## src/rtl/a0_seg7_display.sv

```systemverilog
// Eight-digit multiplexed hex display of the CPU a0 result.
// a0 is captured once per scan frame so digits never tear mid-refresh.
module a0_seg7_display #(
  parameter int unsigned CLK_DIV       = 100000,
  parameter bit          BLANK_LEADING = 1'b1,
  parameter bit          ACTIVE_LOW    = 1'b1
) (
  input  logic        clk,
  input  logic        rst,
  input  logic [31:0] a0,
  input  logic        freeze,
  output logic [7:0]  an,
  output logic [6:0]  seg,
  output logic        dp,
  output logic        frame_done
);

  localparam int unsigned DIV_W   = $clog2(CLK_DIV);
  localparam int unsigned DIG_W   = 3;
  localparam int unsigned VAL_W   = 32;
  localparam int unsigned AN_W    = 8;
  localparam int unsigned SEG_W   = 7;
  localparam logic [DIV_W-1:0] DIV_MAX = DIV_W'(CLK_DIV - 1);
  localparam logic [DIG_W-1:0] DIG_MAX = DIG_W'(7);

  logic [DIV_W-1:0] div_cnt_q, div_cnt_d;
  logic [DIG_W-1:0] dig_q, dig_d;
  logic [VAL_W-1:0] shadow_q, shadow_d;
  logic             frame_done_q, frame_done_d;
  logic [AN_W-1:0]  an_q, an_d;
  logic [SEG_W-1:0] seg_q, seg_d;

  logic             tick;
  logic             boundary;
  logic [4:0]       nib_base;
  logic [3:0]       nibble;
  logic [VAL_W-1:0] upper;
  logic             blank;

  // Active-high {g,f,e,d,c,b,a} pattern for one hex nibble.
  function automatic logic [SEG_W-1:0] hex7(input logic [3:0] n);
    logic [SEG_W-1:0] s;
    s = 7'h00;
    case (n)
      4'h0: s = 7'h3F;
      4'h1: s = 7'h06;
      4'h2: s = 7'h5B;
      4'h3: s = 7'h4F;
      4'h4: s = 7'h66;
      4'h5: s = 7'h6D;
      4'h6: s = 7'h7D;
      4'h7: s = 7'h07;
      4'h8: s = 7'h7F;
      4'h9: s = 7'h6F;
      4'hA: s = 7'h77;
      4'hB: s = 7'h7C;
      4'hC: s = 7'h39;
      4'hD: s = 7'h5E;
      4'hE: s = 7'h79;
      default: s = 7'h71;
    endcase
    return s;
  endfunction

  always_comb begin
    tick     = (div_cnt_q == DIV_MAX);
    boundary = tick && (dig_q == DIG_MAX);
  end

  // Scan divider, digit index and once-per-frame shadow reload.
  always_comb begin
    div_cnt_d    = tick ? '0 : div_cnt_q + DIV_W'(1);
    dig_d        = tick ? dig_q + DIG_W'(1) : dig_q;
    shadow_d     = (boundary && !freeze) ? a0 : shadow_q;
    frame_done_d = boundary;
  end

  // Digit decode; a digit is blank when it and everything above it is zero.
  always_comb begin
    nib_base = {dig_q, 2'b00};
    nibble   = shadow_q[nib_base +: 4];
    upper    = shadow_q >> nib_base;
    blank    = BLANK_LEADING && (dig_q != '0) && (upper == '0);
    an_d     = AN_W'(1) << dig_q;
    seg_d    = blank ? '0 : hex7(nibble);
  end

  always_ff @(posedge clk) begin
    if (rst) begin
      div_cnt_q    <= '0;
      dig_q        <= '0;
      shadow_q     <= '0;
      frame_done_q <= 1'b0;
      an_q         <= '0;
      seg_q        <= '0;
    end else begin
      div_cnt_q    <= div_cnt_d;
      dig_q        <= dig_d;
      shadow_q     <= shadow_d;
      frame_done_q <= frame_done_d;
      an_q         <= an_d;
      seg_q        <= seg_d;
    end
  end

  // Pin polarity is a pure inversion of the registered active-high values.
  assign an         = ACTIVE_LOW ? ~an_q : an_q;
  assign seg        = ACTIVE_LOW ? ~seg_q : seg_q;
  assign dp         = ACTIVE_LOW;
  assign frame_done = frame_done_q;

endmodule

```

## config.mk

```make
export PLATFORM = sky130hd
export DESIGN_NAME = a0_seg7_display
export DESIGN_NICKNAME = d
export VERILOG_FILES = /design/src/rtl/a0_seg7_display.sv
export SDC_FILE = /design/constraint.sdc
export NUM_CORES = 1
export LEC_CHECK = 0
export ABC_AREA = 1
export CAP_MARGIN = 20
export CORE_UTILIZATION = 55
export CTS_BUF_LIST = sky130_fd_sc_hd__clkbuf_16
export DETAILED_ROUTE_END_ITERATION = 7
export PLACE_DENSITY_LB_ADDON = 0.25
export SLEW_MARGIN = 0
export SYNTH_ARGS = -nofsm -noshare
export SYNTH_HDL_FRONTEND = slang
export SYNTH_SLANG_ARGS = --single-unit
```

## constraint.sdc

```tcl
create_clock -name clk -period 3.2 [get_ports clk]
set_input_delay 0.64 -clock clk [delete_from_list [all_inputs] [get_ports clk]]
set_output_delay 0.64 -clock clk [all_outputs]
set_load 0.01 [all_outputs]
```

==> impl_summary.md <==
Timing
The fraction of the cycle the final worst path needs is 75.86%. The number of endpoints failing setup at the final stage is 0. The count of endpoints failing hold in the final timing report is 0. Setup repair after global routing left no endpoint under its margin. At the pin with the least slew margin, the transition time is about 0.55 ns. The worst pin sits at a relative slew slack of 63.06%. The max-slew violation count is 0. The accumulated negative setup slack is 0 ns. The time the worst path needs with I/O delays and setup is about 2.4 ns. For this run, the top clock speed supported by timing is 411.9 MHz. The clock arrives with 0.006977 ns of skew.

Synth
The number of nets in the synthesized netlist is between 500 and 600. The count of synthesis-stage warnings from yosys is 0. After technology mapping, the gate count stands at ~550.

A synthesized cell averages 6.698 µm². The multiplexer share of the synthesized area is 0%. By area, the combinational part of the netlist is dominated by simple AND/OR/NAND/NOR gates.

Of the total synthesized cell area, the portion taken by full adders, half adders and majority gates is 4.423%. After synthesis, the netlist uses 34 different library cells. Sorting the synthesized cells by area gives the leading types as sky130_fd_sc_hd__dfxtp_1 (37%), sky130_fd_sc_hd__nand2_1 (13%), sky130_fd_sc_hd__nor2_1 (8.5%). Sequential elements use between 30% and 40% of the synthesized area. The mapped netlist covers around 0.0037 mm².

The share of the synthesized area in compound gates (AO/OA/AOI/OAI) is 9.595%. The area share of the largest cell type after synthesis is a little under two fifths. The post-synthesis simple-gate area fraction is between 30 and 40%.

The synthesized netlist devotes under 10% of its cell area to XOR and XNOR gates. Summed over all instances, the cell type with the most area after synthesis is sky130_fd_sc_hd__dfxtp_1. The register bit total from synthesis is a little under 70.

Die
The number of top-level pins is 52. The die is ~84 µm tall. The die covers between 0.007 and 0.008 mm².

The horizontal extent of the die is between 80 and 90 µm. The effective utilization at floorplan is 57.58%. The core area is between 0.006 and 0.007 mm². The number of placement rows is 29.

Placed design
The wire-length estimate of the detail-placed layout is 5901 µm. The congestion estimate from routability-driven global placement came to around 0.97. Buffers placed on the I/O ports in this run total 50.

Clock tree
CTS built an H-tree with a depth of 3. The clock input transition at the sequential cells of the worst setup and hold paths is approximately 0.060 ns. The library cell used as clock root buffer is sky130_fd_sc_hd__clkbuf_16. Post-CTS repair changed the size of 0 cells. The latest clock arrival within the worst-skew pair is about 0.33 ns. Buffers added to address setup during post-CTS repair amount to 0. The clock drives 68 sinks. The maximum buffer depth of the clock tree is 2. After clock tree synthesis, the flow added hold-fix buffers numbering 0. The number of clock buffers added by TritonCTS is 9.

TritonCTS built the clock tree.

Critical path
The worst endpoint data arrival time is roughly 2.6 ns. The cell repeated most along the worst path is sky130_fd_sc_hd__nand2_1. Tracing the worst setup path back leads to its startpoint at dig_q[0]$_SDFFE_PP0P_. Along the worst path, the maximum fanout reaches 29. The kind of capture point of the worst setup path is a flop.

The cell depth of the worst flop-to-flop path is 12. The launching element type of the critical path is a flop. Walking the worst path, the cells encountered are buf_4 > inv_2 > o21ai_0 > nand2_1 > nand3_1 > nand2_1 > inv_1 > ha_1 > a21boi_0 > nand3_1 > nand2_1 > a21oi_1. The worst reg2reg path startpoint is dig_q[0]$_SDFFE_PP0P_. The standard cell with the maximum stage delay on the critical path is sky130_fd_sc_hd__dfxtp_1. The largest single stage delay on the critical path is 0.36 ns. The setup path with the least slack is of type reg -> reg. The required arrival time at the worst endpoint is 3.40 ns.

Drt
The total via count after detailed routing is approximately 3500. The detail route stage leaves a number of antenna-violating nets equal to 0. The iteration-0 DRC count of the detailed router is about 230. In the routed layout, each cell is associated on average with a via count of 5.136. The per-cell routed wire length is 11.94 µm. After detailed routing, the total wire length is about 8100 µm. The number of remaining DRC errors is 0.

The number of iterations in the first detailed-routing pass is 6.

Final layout
The final-layout fill cell count is between 500 and 600. Cells with a size suffix above 1 make up between 10% and 20% of the layout. At the end of the flow the core is filled with cells to 69.98%.

The synthesis-to-layout area growth is 21.54%. The number of nets in the layout is 643. 0 antenna diodes ended up in the layout.

GRT
The pin count of the biggest net entering global routing is 38. The global-route usage over all layers is around a quarter. The aggregate global routing overflow is 0. The number of antenna violations at the first check in global routing is 0.

The first global-routing pass estimated around 14000 µm of wire. The via count of the first global-routing pass is 3156.

Min path
The worst hold-check path type is reg -> reg. Counting instances, the worst hold path has a depth of 1. In this run the most critical hold path is launched from div_cnt_q[0]$_SDFF_PP0_.

Job
Max-cap violations in this run came to 0.

Pwr
Power spread over the standard cell area amounts to between 400 and 500 mW/mm². The leakage power of the design is approximately 0.0020 µW. The maximum vdd drop is between 0.4 and 0.5 mV.

Run status
The flow ran to the end, and the final reports show no timing, DRC or antenna violations.
-- final timing paths --
check	slack, ns	end
setup / recovery	0.77	seg_q[3]$_SDFF_PP0_
setup reg to reg	0.77	seg_q[3]$_SDFF_PP0_
hold / removal	0.45	div_cnt_q[0]$_SDFF_PP0_
hold reg to reg	0.45	div_cnt_q[0]$_SDFF_PP0_
-- area by class of cell --
type	count	area (µm²)	area share [%]
clock buffer	9	225.2	5.039
timing repair buffer	57	553.0	12.37
multi-input combinational	395	1942	43.45
sequential	68	1361	30.46
tap	77	96.34	2.156
clock inverter	7	51.30	1.148
inverter	64	240.2	5.375
-- Yosys cell counts --
| library cell | n |
|---|---|
| sky130_fd_sc_hd__nand2_1 | 131 |
| sky130_fd_sc_hd__nor2_1 | 83 |
| sky130_fd_sc_hd__dfxtp_1 | 68 |
| sky130_fd_sc_hd__inv_1 | 61 |
| sky130_fd_sc_hd__o21ai_0 | 46 |
| sky130_fd_sc_hd__nand3_1 | 38 |
| sky130_fd_sc_hd__nor2_2 | 30 |
| sky130_fd_sc_hd__a21oi_1 | 15 |
| sky130_fd_sc_hd__ha_1 | 13 |
| sky130_fd_sc_hd__buf_2 | 8 |
| sky130_fd_sc_hd__clkbuf_1 | 7 |
| sky130_fd_sc_hd__nor3b_1 | 6 |
| sky130_fd_sc_hd__xor2_1 | 6 |
| sky130_fd_sc_hd__nor3_1 | 5 |
| sky130_fd_sc_hd__buf_6 | 4 |
| sky130_fd_sc_hd__buf_4 | 3 |
| sky130_fd_sc_hd__nand2_2 | 3 |
| sky130_fd_sc_hd__nor3_2 | 3 |
| sky130_fd_sc_hd__inv_2 | 2 |
| sky130_fd_sc_hd__o21a_1 | 2 |
| sky130_fd_sc_hd__o21ai_1 | 2 |
| sky130_fd_sc_hd__a21boi_0 | 1 |
| sky130_fd_sc_hd__and2_1 | 1 |
| sky130_fd_sc_hd__clkinv_1 | 1 |
| sky130_fd_sc_hd__conb_1 | 1 |
| sky130_fd_sc_hd__nand3_2 | 1 |
| sky130_fd_sc_hd__nand3b_1 | 1 |
| sky130_fd_sc_hd__nand4_1 | 1 |
| sky130_fd_sc_hd__nor2b_1 | 1 |
| sky130_fd_sc_hd__nor4_1 | 1 |
| sky130_fd_sc_hd__nor4_4 | 1 |
| sky130_fd_sc_hd__o211ai_1 | 1 |
| sky130_fd_sc_hd__o31ai_1 | 1 |
| sky130_fd_sc_hd__or2_1 | 1 |
-- state kept, by name, summed over array words and instances, names as in the netlist --
signal and count:
seg_q 7, an_q 8, div_cnt_q 17, dig_q 3
frame_done 1, shadow_q 32
-- worst max-delay path, delay by kind of cell (launching register included) --
kind / cells / cell delay [ns]
buf+inv: 3 / 0.58
flops: 1 / 0.36
simple gates: 5 / 0.59
compound gates: 3 / 0.58
fa+ha+maj: 1 / 0.17
-- report_power, final --
group          internal [µW]  switching, µW
registers                855           3.11
clock network            526            376
logic                   51.3           30.9
-- cell families (layout without fill, tap and decap cells) --
| group | after synthesis | count (layout) |
|---|---|---|
| AO/OA/AOI/OAI | 68 | 68 |
| XOR/XNOR | 6 | 6 |
| adder cells (fa/ha/maj) | 13 | 13 |
| buffers and inverters | 86 | 137 |
| flip-flops | 68 | 68 |
| other | 1 | 1 |
| AND/OR/NAND/NOR | 307 | 307 |
-- layout by cell type (no fill, tap or decap) --
| master | n |
|---|---|
| sky130_fd_sc_hd__nor2b_1 | 1 |
| sky130_fd_sc_hd__nand2_2 | 3 |
| sky130_fd_sc_hd__o21ai_0 | 46 |
| sky130_fd_sc_hd__nor4_4 | 1 |
| sky130_fd_sc_hd__o21a_1 | 2 |
| sky130_fd_sc_hd__nand3b_1 | 1 |
| sky130_fd_sc_hd__inv_2 | 2 |
| sky130_fd_sc_hd__clkinv_2 | 2 |
| sky130_fd_sc_hd__xor2_1 | 6 |
| sky130_fd_sc_hd__a21oi_1 | 15 |
| sky130_fd_sc_hd__o211ai_1 | 1 |
| sky130_fd_sc_hd__clkdlybuf4s50_1 | 50 |
| sky130_fd_sc_hd__dfxtp_1 | 68 |
| sky130_fd_sc_hd__inv_1 | 61 |
| sky130_fd_sc_hd__nor2_2 | 30 |
| sky130_fd_sc_hd__nor3_2 | 3 |
| sky130_fd_sc_hd__a21boi_0 | 1 |
| sky130_fd_sc_hd__ha_1 | 13 |
| sky130_fd_sc_hd__nand3_1 | 38 |
| sky130_fd_sc_hd__or2_1 | 1 |
| sky130_fd_sc_hd__clkinv_1 | 1 |
| sky130_fd_sc_hd__clkinvlp_4 | 2 |
| sky130_fd_sc_hd__conb_1 | 1 |
| sky130_fd_sc_hd__nand2_1 | 131 |
| sky130_fd_sc_hd__nor3_1 | 5 |
| sky130_fd_sc_hd__o21ai_1 | 2 |
| sky130_fd_sc_hd__nand4_1 | 1 |
| sky130_fd_sc_hd__clkbuf_16 | 9 |
| sky130_fd_sc_hd__clkinv_4 | 2 |
| sky130_fd_sc_hd__nor2_1 | 83 |
| sky130_fd_sc_hd__and2_1 | 1 |
| sky130_fd_sc_hd__o31ai_1 | 1 |
| sky130_fd_sc_hd__nor4_1 | 1 |
| sky130_fd_sc_hd__nand3_2 | 1 |
| sky130_fd_sc_hd__inv_6 | 1 |
| sky130_fd_sc_hd__nor3b_1 | 6 |
| sky130_fd_sc_hd__buf_4 | 7 |
-- layer usage --
metal | global-route usage, % | vias up | routed length (µm)
met5 | 0 | - | 0
met4 | 11.25 | 0 | 170
met3 | 4.451 | 18 | 420
met2 | 39.62 | 115 | 3740
met1 | 31.78 | 1542 | 3752
li1 | - | 1802 | -
-- stage by stage --
| stage | instances | setup slack, ns | power (µW) | cell area (µm²) | hold slack [ns] |
|---|---|---|---|---|---|
| 3_5_place_dp | 661 | 0.8324 | 958.8 | 4193 | 0.4358 |
| 2_1_floorplan | 549 | 1.179 | 899.2 | 3677 | 0.4175 |
| 4_1_cts | 677 | 0.8124 | 1854 | 4469 | 0.4500 |
| 3_3_place_gp | 661 | 0.9460 | 957.2 | 4193 | 0.4265 |
| 5_1_grt | 677 | 0.4724 | 1905 | 4469 | 0.4898 |
| 6_report | 677 | 0.7725 | 1842 | 4469 | 0.4479 |
No activity file was read; power rests on OpenSTA's default activity.
